`src/rtl/exc_redirect_ctrl_pkg.sv`:
```
// Shared types and constants for the exception/ERET redirect sequencer.
// Holds the FSM encoding, the event kind and the exception vector.
package exc_redirect_ctrl_pkg;

  localparam logic [31:0] EXC_VECTOR_DEF = 32'hBFC00380;

  localparam logic [1:0] ST_IDLE     = 2'd0;
  localparam logic [1:0] ST_DRAIN    = 2'd1;
  localparam logic [1:0] ST_COMMIT   = 2'd2;
  localparam logic [1:0] ST_REDIRECT = 2'd3;

  typedef enum logic {
    KIND_EXC  = 1'b0,
    KIND_ERET = 1'b1
  } kind_e;

endpackage

```
`src/rtl/exc_redirect_ctrl_if.sv`:
```
// Redirect handshake from the sequencer to the fetch stage.
// The master drives the target PC; the fetch stage returns ready.
interface exc_redirect_ctrl_if;

  logic        valid;
  logic [31:0] pc;
  logic        ready;

  modport master (
    output valid,
    output pc,
    input  ready
  );

  modport slave (
    input  valid,
    input  pc,
    output ready
  );

endinterface

```
`src/rtl/exc_redirect_ctrl_cp0_timer.sv`:
```
// CP0 Count/Compare timer: Count ticks every second cycle,
// pending latches on a match and clears on a Compare write.
module exc_redirect_ctrl_cp0_timer (
  input  logic        clk_i,
  input  logic        rst_ni,
  input  logic        count_we_i,
  input  logic        compare_we_i,
  input  logic [31:0] wdata_i,
  output logic [31:0] count_o,
  output logic [31:0] compare_o,
  output logic        pend_o
);

  logic [31:0] count_q, count_d;
  logic [31:0] cmp_q, cmp_d;
  logic        div_q, div_d;
  logic        pend_q, pend_d;
  logic        cnt_upd;

  always_comb begin
    count_d = count_q;
    cmp_d   = cmp_q;
    div_d   = ~div_q;
    cnt_upd = 1'b0;
    if (count_we_i) begin
      count_d = wdata_i;
      div_d   = 1'b0;
      cnt_upd = 1'b1;
    end else if (div_q) begin
      count_d = count_q + 32'd1;
      cnt_upd = 1'b1;
    end
    if (compare_we_i) begin
      cmp_d = wdata_i;
    end
    // A Compare write clears pending even if it also matches
    pend_d = pend_q;
    if (compare_we_i) begin
      pend_d = 1'b0;
    end else if (cnt_upd && (count_d == cmp_q)) begin
      pend_d = 1'b1;
    end
  end

  always_ff @(posedge clk_i or negedge rst_ni) begin
    if (!rst_ni) begin
      count_q <= '0;
      cmp_q   <= '0;
      div_q   <= 1'b0;
      pend_q  <= 1'b0;
    end else begin
      count_q <= count_d;
      cmp_q   <= cmp_d;
      div_q   <= div_d;
      pend_q  <= pend_d;
    end
  end

  assign count_o   = count_q;
  assign compare_o = cmp_q;
  assign pend_o    = pend_q;

endmodule

```
`src/rtl/exc_redirect_ctrl.sv`:
```
// Exception/ERET redirect sequencer plus interrupt front end:
// drain, commit+flush, then redirect fetch under valid/ready.
module exc_redirect_ctrl
  import exc_redirect_ctrl_pkg::*;
#(
  parameter logic [31:0] EXC_VECTOR  = EXC_VECTOR_DEF,
  parameter int          SYNC_STAGES = 2,
  parameter int          HW_INT_W    = 6
) (
  input  logic                clk_i,
  input  logic                rst_ni,
  input  logic                exc_valid_i,
  input  logic                eret_valid_i,
  input  logic [31:0]         epc_i,
  input  logic                mem_busy_i,
  exc_redirect_ctrl_if.master redir,
  input  logic [HW_INT_W-1:0] hw_int_raw_i,
  input  logic                count_we_i,
  input  logic                compare_we_i,
  input  logic [31:0]         cp0_wdata_i,
  output logic                busy_o,
  output logic                cp0_commit_o,
  output logic                flush_all_o,
  output logic [HW_INT_W-1:0] hw_int_o,
  output logic [31:0]         count_o,
  output logic [31:0]         compare_o
);

  logic [1:0]  state_q, state_d;
  logic [31:0] tgt_q, tgt_d;
  kind_e       kind_q, kind_d;
  logic        timer_pend;

  logic [HW_INT_W-1:0] sync_q [SYNC_STAGES];

  always_comb begin
    state_d = state_q;
    tgt_d   = tgt_q;
    kind_d  = kind_q;
    unique case (state_q)
      ST_IDLE: begin
        if (exc_valid_i || eret_valid_i) begin
          tgt_d   = exc_valid_i ? EXC_VECTOR : epc_i;
          kind_d  = exc_valid_i ? KIND_EXC : KIND_ERET;
          state_d = mem_busy_i ? ST_DRAIN : ST_COMMIT;
        end
      end
      ST_DRAIN: begin
        if (!mem_busy_i) state_d = ST_COMMIT;
      end
      ST_COMMIT: begin
        state_d = ST_REDIRECT;
      end
      ST_REDIRECT: begin
        if (redir.ready) state_d = ST_IDLE;
      end
      default: state_d = ST_IDLE;
    endcase
  end

  always_ff @(posedge clk_i or negedge rst_ni) begin
    if (!rst_ni) begin
      state_q <= ST_IDLE;
      tgt_q   <= '0;
      kind_q  <= KIND_EXC;
    end else begin
      state_q <= state_d;
      tgt_q   <= tgt_d;
      kind_q  <= kind_d;
    end
  end

  // Strobes decode straight from state so reset kills them at once
  assign busy_o       = (state_q != ST_IDLE);
  assign flush_all_o  = (state_q == ST_COMMIT);
  assign cp0_commit_o = (state_q == ST_COMMIT) &&
                        (kind_q == KIND_EXC);
  assign redir.valid  = (state_q == ST_REDIRECT);
  assign redir.pc     = (state_q == ST_REDIRECT) ? tgt_q : '0;

  always_ff @(posedge clk_i or negedge rst_ni) begin
    if (!rst_ni) begin
      for (int i = 0; i < SYNC_STAGES; i++) sync_q[i] <= '0;
    end else begin
      sync_q[0] <= hw_int_raw_i;
      for (int i = 1; i < SYNC_STAGES; i++) sync_q[i] <= sync_q[i-1];
    end
  end

  exc_redirect_ctrl_cp0_timer u_timer (
    .clk_i        (clk_i),
    .rst_ni       (rst_ni),
    .count_we_i   (count_we_i),
    .compare_we_i (compare_we_i),
    .wdata_i      (cp0_wdata_i),
    .count_o      (count_o),
    .compare_o    (compare_o),
    .pend_o       (timer_pend)
  );

  assign hw_int_o = sync_q[SYNC_STAGES-1] |
                    {timer_pend, {(HW_INT_W-1){1'b0}}};

endmodule

```
`src/flat_wrapper.sv`:
```
// flat-port wrapper written by rule: the top's interface ports become plain ports
module exc_redirect_ctrl_flat import exc_redirect_ctrl_pkg::*;
#(
  parameter logic [31:0] EXC_VECTOR  = EXC_VECTOR_DEF,
  parameter int          SYNC_STAGES = 2,
  parameter int          HW_INT_W    = 6
)
  (clk_i, rst_ni, exc_valid_i, eret_valid_i, epc_i, mem_busy_i, hw_int_raw_i, count_we_i, compare_we_i, cp0_wdata_i, busy_o, cp0_commit_o, flush_all_o, hw_int_o, count_o, compare_o, redir_valid, redir_pc, redir_ready);
  exc_redirect_ctrl_if redir_i ();
  input  logic clk_i;
  input  logic rst_ni;
  input  logic exc_valid_i;
  input  logic eret_valid_i;
  input  logic [31:0] epc_i;
  input  logic mem_busy_i;
  input  logic [HW_INT_W-1:0] hw_int_raw_i;
  input  logic count_we_i;
  input  logic compare_we_i;
  input  logic [31:0] cp0_wdata_i;
  output logic busy_o;
  output logic cp0_commit_o;
  output logic flush_all_o;
  output logic [HW_INT_W-1:0] hw_int_o;
  output logic [31:0] count_o;
  output logic [31:0] compare_o;
  output wire logic [$bits(redir_i.valid)-1:0] redir_valid;
  output wire logic [$bits(redir_i.pc)-1:0] redir_pc;
  input wire logic [$bits(redir_i.ready)-1:0] redir_ready;
  assign redir_valid = redir_i.valid;
  assign redir_pc = redir_i.pc;
  assign redir_i.ready = redir_ready;
  exc_redirect_ctrl #(.EXC_VECTOR(EXC_VECTOR), .SYNC_STAGES(SYNC_STAGES), .HW_INT_W(HW_INT_W)) u_core (.clk_i(clk_i), .rst_ni(rst_ni), .exc_valid_i(exc_valid_i), .eret_valid_i(eret_valid_i), .epc_i(epc_i), .mem_busy_i(mem_busy_i), .redir(redir_i), .hw_int_raw_i(hw_int_raw_i), .count_we_i(count_we_i), .compare_we_i(compare_we_i), .cp0_wdata_i(cp0_wdata_i), .busy_o(busy_o), .cp0_commit_o(cp0_commit_o), .flush_all_o(flush_all_o), .hw_int_o(hw_int_o), .count_o(count_o), .compare_o(compare_o));
endmodule
```
`config.mk`:
```
export PLATFORM = sky130hd
export DESIGN_NAME = exc_redirect_ctrl_flat
export DESIGN_NICKNAME = d
export VERILOG_FILES = /design/src/rtl/exc_redirect_ctrl_pkg.sv /design/src/rtl/exc_redirect_ctrl_if.sv /design/src/rtl/exc_redirect_ctrl_cp0_timer.sv /design/src/rtl/exc_redirect_ctrl.sv /design/src/flat_wrapper.sv
export SDC_FILE = /design/constraint.sdc
export NUM_CORES = 1
export LEC_CHECK = 0
export CAP_MARGIN = 20
export CORE_UTILIZATION = 52
export DETAILED_ROUTE_END_ITERATION = 8
export GPL_TIMING_DRIVEN = 0
export PLACE_DENSITY = 0.95
export SLEW_MARGIN = 20
export SYNTH_ARGS = -nofsm -noshare
export SYNTH_HDL_FRONTEND = slang
export SYNTH_SLANG_ARGS = --single-unit
```
`constraint.sdc`:
```
create_clock -name clk_i -period 5.4 [get_ports clk_i]
set_input_delay 1.62 -clock clk_i [delete_from_list [all_inputs] [get_ports clk_i]]
set_output_delay 1.62 -clock clk_i [all_outputs]
set_load 0.005 [all_outputs]
```
==> results by group, run 1 <==
Place
  • GPL Wtd Cong: just under 1
  • Placed wire-length estimate: roughly 15000 um
  • I/O Buffers: about 180
  • Worst slack, placed: between 0.7 and 0.8 ns
  • Placed Instance Area: between 8000 and 9000 um^2

Clocking
  • # H-tree levels: 4
  • Clock Latency Late Sink: between 0.4 and 0.5 ns
  • Hold-fix buffers, CTS: 0
  • Clock Sinks: approximately 110
  • Resized cells post-CTS: 0
  • Cell chosen for the clock root: clkbuf_16
  • CTS clk-pin slew, worst paths: about 0.05 ns
  • Setup Buffers After CTS: 0
  • Max Root-Sink Buffers: 2
  • CTS buffer count: 17
  • CTS tree: done

Pwr
  • Pint: between 2000 and 2500 uW
  • P_leak: roughly 0.0036 uW
  • Power per cell area: roughly 350 nW/um^2
  • Sequential share of power: 37.3%
  • Sw power: roughly 990 uW
  • Comb pwr share: a little under a third
  • Switching share of power: about 31%
  • Maximum VDD drop: ~0.3 mV
  • Clk pwr share: around 32%
  • Final Power: 3170 uW

Synthesis
  • XOR/XNOR Fraction of Synth Area: between 10% and 20%
  • Largest family of logic cells by synthesized area: simple AND/OR/NAND/NOR gates
  • Synth Cell Area: approximately 6400 um^2
  • Syn nets: around 750
  • Synth Area in Adders: less than 1%
  • Sequential-to-total area share from yosys stat: 44.3%
  • Register bit total from synthesis: ~110
  • Syn Area/Cell: between 9 and 10 um^2
  • Synth warnings: 0
  • Simple-gate share of the synthesized area: 21.2%
  • Synth cell types: 60
  • Ys async rst share: 100%
  • Syn Inst Count: between 600 and 700
  • Fraction of synthesized area in multiplexers: under 10%
  • Number of flops mapped to enable cells by yosys: 0
  • Synth Area in Compound Gates: 12.1%
  • Ys flop type: dfrtp_1

Timing
  • Final Hold Fails: 0
  • Max-slew violations: 0
  • Final WS setup: 1.05 ns
  • Period utilization: roughly four fifths
  • FMAX: ~0.23 GHz
  • Worst-margin pin slew: roughly 1.1 ns
  • Max-slew headroom: a little over a quarter
  • # setup viols final: 0
  • RSZ-0062 raised after global routing: false
  • Crit path time final: 4.35 ns
  • Hold Slack: roughly 0.35 ns
  • Clock Skew: ~0.0076 ns

Final layout
  • Area delta synth->final: 40.5%
  • Final nets: around 950
  • Fin util: between 70% and 80%
  • Final instance area: about 9000 um^2
  • ANT cells: 0
  • Share of cells above drive strength 1: about a tenth

Die
  • Die ar.: around 13000 um^2
  • Row count: 40
  • Die width: about 110 um
  • Die H: ~110 um
  • Initial Util: about 53%
  • Core area: ~12000 um^2
  • Ports: roughly 180

Critical path
  • Worst setup EP type: flop
  • Buf/Inv on CP: 3
  • Crit path depth: 8
  • FF-to-FF Start: u_core.u_timer.div_q
  • Startpoint type of the worst setup path: input pin
  • Crit path max fanout: 10
  • CP max-delay cell: clkdlybuf4s50_1
  • Internal reg-to-reg setup slack: between 1.5 and 2 ns
  • Most common cell on crit path: clkbuf_1
  • Top Family by Delay on Critical Path: buffers and inverters
  • CP max stage delay: between 0.5 and 0.6 ns
  • Reg2Reg Depth: 9
  • RR Endpoint: u_core.u_timer.pend_o
  • Critical path class: in2reg
  • CP cell instances: clkdlybuf4s50_1, clkbuf_1, clkbuf_1, nand3_1, a221oi_1, nand4_1, or4_1, o32ai_2
  • CP required: 5.71 ns
  • CP arrival: 4.67 ns

Detailed routing
  • Post-DRT Antenna Nets: 0
  • Via-to-Cell Ratio: between 5 and 6
  • DRT iter0 DRCs: 533
  • Drt wl/cell: between 20 and 25 um
  • Vias: 6081
  • DRC viols: 0
  • First drt pass iteration count: 7
  • Total wire length: between 20000 and 25000 um

Hold path
  • Worst min-delay path endpoint: u_core.sync_q[3]
  • Hold path cells: 0
  • Min-Delay Path Class: reg2reg
  • Hold path start: u_core.sync_q[9]

Status
  • Run status: finished, final reports clean

GRT
  • First-pass GRT wire length: approximately 32000 um
  • GR Layer Usage met1: roughly 39%
  • Met3 GRT Util: under 10%
  • Grt total ovfl: 0
  • Largest net degree at the start of global routing: 65
  • Antenna violations before repair: 0
  • Tot GR Track Use: 34.0%
  • M2 GR Usage: between 50% and 60%
  • Vias in the first global route: between 6000 and 7000
  • GRT Max-Usage Layer: met2

Run
  • MaxCap Viol Count: 0
## worst reg2reg max path: cells and delay by family, from the launching register on
kind / cells / cell delay [ns]
flops: 1 / 0.33
simple gates: 4 / 1.99
buf+inv: 2 / 0.37
xor+xnor: 1 / 0.16
compound gates: 2 / 0.79
## Yosys cell counts (all sizes together), types with 6 or more instances
master | count | area, um^2
dfrtp | 113 | 2830
nand2 | 78 | 293
o21ai | 61 | 305
xnor2 | 41 | 359
mux2 | 37 | 417
nor2 | 35 | 131
and2 | 33 | 206
clkbuf | 31 | 118
nand2b | 27 | 169
xor2 | 26 | 228
nand4 | 18 | 125
buf | 16 | 90.1
inv | 15 | 56.3
a21oi | 11 | 55.1
or4 | 11 | 82.6
nor3 | 9 | 56.3
nand3 | 8 | 40.0
nor4 | 7 | 43.8
o2111ai | 7 | 61.3
or3 | 7 | 43.8
or2 | 6 | 37.5
## how the worst max path moves through the flow
stage,start,to,slack (ns)
after detailed placement,count_we_i,u_core.u_timer.pend_o,0.70
after global routing,count_we_i,u_core.u_timer.pend_o,0.91
after CTS,count_we_i,u_core.u_timer.pend_o,1.11
after global placement,rst_ni,u_core.tgt_q[26],-1.53
after floorplan,count_we_i,u_core.u_timer.pend_o,2.03
final,count_we_i,u_core.u_timer.pend_o,1.05
## logic make-up after synthesis
group,Yosys count
AND/OR/NAND/NOR,256
AO/OA/AOI/OAI,121
flip-flops,113
XOR/XNOR,71
buffers and inverters,62
multiplexers,38
adder cells (fa/ha/maj),5
## registers in the layout, indices dropped and copies added, names as in the netlist
register and count:
u_core.tgt_q 32, u_core.u_timer.compare_o 32, u_core.u_timer.count_o 32, u_core.sync_q 12, u_core.state_q 2, u_core.kind_q 1, u_core.u_timer.div_q 1, u_core.u_timer.pend_o 1
## layer usage
layer | share of wire (%) | wire (um)
met1 | 37 | 7580
met2 | 48 | 9950
met3 | 9.5 | 1950
met4 | 5.4 | 1110
met5 | 0 | 0
## placed cells by master, fill, tap and decap left out, types with 8 or more instances in the layout
cell type / count
nand3_1: 8
nand4_1: 16
and2_1: 33
clkdlybuf4s50_1: 182
xnor2_1: 41
xor2_1: 26
a21oi_1: 11
mux2_2: 37
nor3_1: 8
nand2b_1: 27
dfrtp_1: 113
inv_1: 14
or4_1: 11
clkbuf_1: 32
o21ai_0: 61
nand2_1: 78
clkbuf_16: 17
nor2_1: 35
## power groups by stage
| stage | registers [uW] | clock network [uW] | logic [uW] |
|---|---|---|---|
| 5_1_grt | 1210 | 1080 | 1050 |
| 2_1_floorplan | 1150 | 0 | 477 |
| 6_report | 1180 | 1020 | 963 |
| 4_1_cts | 1180 | 1030 | 960 |
| 3_5_place_dp | 1190 | 0 | 949 |
| 3_3_place_gp | 1180 | 0 | 913 |
## stage by stage
stage | instances | TNS (ns)
CTS | 1027 | 0
global route | 1027 | 0
floorplan | 666 | 0
detailed placement | 997 | 0
global placement | 996 | -171.75
finish | 1027 | 0
## area by class of cell
| class | instances | area (um^2) |
|---|---|---|
| buffer | 47 | 208 |
| clock buffer | 25 | 515 |
| clock inverter | 5 | 27.5 |
| fill | 830 | 3040 |
| inverter | 15 | 56.3 |
| multi-input combinational | 491 | 3290 |
| sequential | 113 | 2830 |
| tap | 147 | 184 |
| timing repair buffer | 184 | 1860 |
(Power assumes the default switching activity.)
==> inputs of run 2 (changes only) <==
--- a/config.mk
+++ b/config.mk
@@ -6,10 +6,10 @@
 export NUM_CORES = 1
 export LEC_CHECK = 0
 export CAP_MARGIN = 20
-export CORE_UTILIZATION = 52
+export CORE_UTILIZATION = 44
 export DETAILED_ROUTE_END_ITERATION = 8
 export GPL_TIMING_DRIVEN = 0
-export PLACE_DENSITY = 0.95
+export PLACE_DENSITY = 0.88
 export SLEW_MARGIN = 20
 export SYNTH_ARGS = -nofsm -noshare
 export SYNTH_HDL_FRONTEND = slang
==> constraint.sdc (replaced) <==
create_clock -name clk_i -period 3.6 [get_ports clk_i]
set_input_delay 1.08 -clock clk_i [delete_from_list [all_inputs] [get_ports clk_i]]
set_output_delay 1.08 -clock clk_i [all_outputs]
set_load 0.005 [all_outputs]
==> results by group, run 2 (synthesized netlist as in run 1, its figures left out) <==
Final layout
  • Fin util: approximately two thirds
  • Non-filler cells in the finished layout: 1063
  • Commonest non-fill, non-tap cell in the layout: clkdlybuf4s50_1
  • Area delta synth->final: 42.7%
  • Final nets: 953
  • Share of cells above drive strength 1: around 11%
  • Most frequent cells in the layout: clkdlybuf4s50_1 (182), dfrtp_1 (112), nand2_1 (78), o21ai_0 (61), xnor2_1 (41)
  • ANT cells: 0

Die
  • Die H: ~120 um
  • Ports: 184
  • Initial Util: ~45%
  • Core area: roughly 14000 um^2
  • Die width: 122 um
  • Row count: 43
  • Die ar.: around 15000 um^2

Clocking
  • Clock Latency Late Sink: between 0.4 and 0.5 ns
  • Max Root-Sink Buffers: 2
  • CTS tree: done
  • CTS clk-pin slew, worst paths: approximately 0.060 ns
  • Hold-fix buffers, CTS: 0
  • CTS buffer count: 17
  • Cell chosen for the clock root: clkbuf_16
  • # H-tree levels: 4
  • Clock Sinks: ~110

GRT
  • First-pass GRT wire length: ~32000 um
  • Antenna violations before repair: 0
  • Tot GR Track Use: between 20% and 30%
  • Largest net degree at the start of global routing: between 60 and 70
  • Grt total ovfl: 0
  • Vias in the first global route: ~5900

Critical path
  • CP Capture Point: u_core.u_timer.pend_o
  • Reg2Reg Depth: 9
  • Internal reg-to-reg setup slack: 0.11 ns
  • RR Endpoint: u_core.u_timer.pend_o
  • Setup crit start: cp0_wdata_i[15]
  • Startpoint type of the worst setup path: input pin
  • CP required: roughly 4 ns
  • CP cell instances: clkdlybuf4s50_1, xnor2_1, o2111ai_1, or3_1, a221oi_1, nand4_1, or4_1, o32ai_2
  • Worst setup EP type: flop
  • CP arrival: a little under 4 ns
  • CP max-delay cell: or4_1
  • Critical path class: in2reg
  • Crit path max fanout: 3
  • CP max stage delay: between 0.5 and 0.6 ns
  • FF-to-FF Start: u_core.u_timer.count_o[5]

Hold path
  • Min-Delay Path Class: reg2reg

Timing
  • Hold Slack: roughly 0.35 ns
  • Max-slew headroom: approximately 24%
  • Final Hold Fails: 0
  • Period utilization: between 90% and 100%
  • Worst-margin pin slew: about 1.1 ns
  • Final WS setup: around 0.048 ns
  • # setup viols final: 0
  • Crit path time final: about 3.6 ns
  • Max-slew violations: 0
  • FMAX: approximately 0.28 GHz
  • Clock Skew: approximately 0.010 ns

Status
  • Run status: finished, final reports clean

Detailed routing
  • DRC viols: 0
  • DRT iter0 DRCs: around 370
  • Post-DRT Antenna Nets: 0
  • Vias: a little under 6000
  • Total wire length: a little over 20000 um
  • First drt pass iteration count: 5
  • Drt wl/cell: 19.4 um
  • Via-to-Cell Ratio: between 5 and 6

Run
  • MaxCap Viol Count: 0

Pwr
  • Power per cell area: between 500 and 600 nW/um^2
  • Maximum VDD drop: 0.511 mV
  • Final Power: between 4000 and 5000 uW
  • P_leak: 0.00367 uW

Place
  • Worst slack, placed: -0.643 ns
  • Placed wire-length estimate: 15700 um
  • Dpl cells: a little over 1000
  • I/O Buffers: around 180
  • GPL Wtd Cong: approximately 0.95
## run 2: cell types whose count changed in the layout (fill, tap and decap cells not counted), sizes merged
cell | previous run | this run
bufinv | 0 | 4
clkinv | 4 | 7
clkinvlp | 1 | 4
buf | 18 | 19
clkbuf | 56 | 48
## run 2: layout make-up
cell class,count,area (um^2)
Tap cell,180,225
Buffer,47,210
Clock inverter,15,193
Multi-Input combinational cell,491,3310
Timing Repair Buffer,185,1870
Fill cell,1112,4930
Sequential cell,113,2830
Clock buffer,17,425
Inverter,15,56.3
## run 2: through the flow
stage	setup TNS, ns	cell area (um^2)
2_1_floorplan	0	6380
3_3_place_gp	-325.04	8440
3_5_place_dp	-5.55	8470
4_1_cts	0	9090
5_1_grt	-0.000101	9110
6_report	0	9110
## run 2: how the worst min path moves through the flow
stage                           start               end  depth (start not counted)
finish               u_core.sync_q[8]  u_core.sync_q[2]                          0
global route        u_core.sync_q[11]  u_core.sync_q[5]                          0
CTS                  u_core.sync_q[7]  u_core.sync_q[1]                          0
detailed placement   u_core.sync_q[8]  u_core.sync_q[2]                          0
global placement     u_core.sync_q[6]  u_core.sync_q[0]                          0
floorplan            u_core.sync_q[6]  u_core.sync_q[0]                          0
## run 2: per-layer routing
| metal | vias to the layer above | global-route usage (%) | wire (um) |
|---|---|---|---|
| li1 | 2732 | - | - |
| met1 | 2824 | 33.4 | 8080 |
| met2 | 316 | 47.5 | 9900 |
| met3 | 52 | 8.27 | 1760 |
| met4 | 0 | 16.3 | 866 |
| met5 | - | 0 | 0 |
## run 2: critical path, delay by kind of cell
kind | cells | cell delay (ns)
AO/OA/AOI/OAI | 3 | 0.81
AND/OR/NAND/NOR | 3 | 1.18
buffers and inverters | 1 | 0.47
XOR/XNOR | 1 | 0.33
## run 2: report_power, final
group | total [uW] | switching (uW) | internal [uW]
Sequential | 1770 | 219 | 1550
Combinational | 1420 | 677 | 745
Clock | 1770 | 621 | 1150
## run 2: what timing repair did
| item | CTS | global route |
|---|---|---|
| endpoints found under the setup margin | 1 | 1 |
| pin swaps | 0 | 1 |
| endpoints found under the hold margin | 0 | 0 |
| resized for setup | 4 | 2 |
| buffers inserted | 0 | 1 |
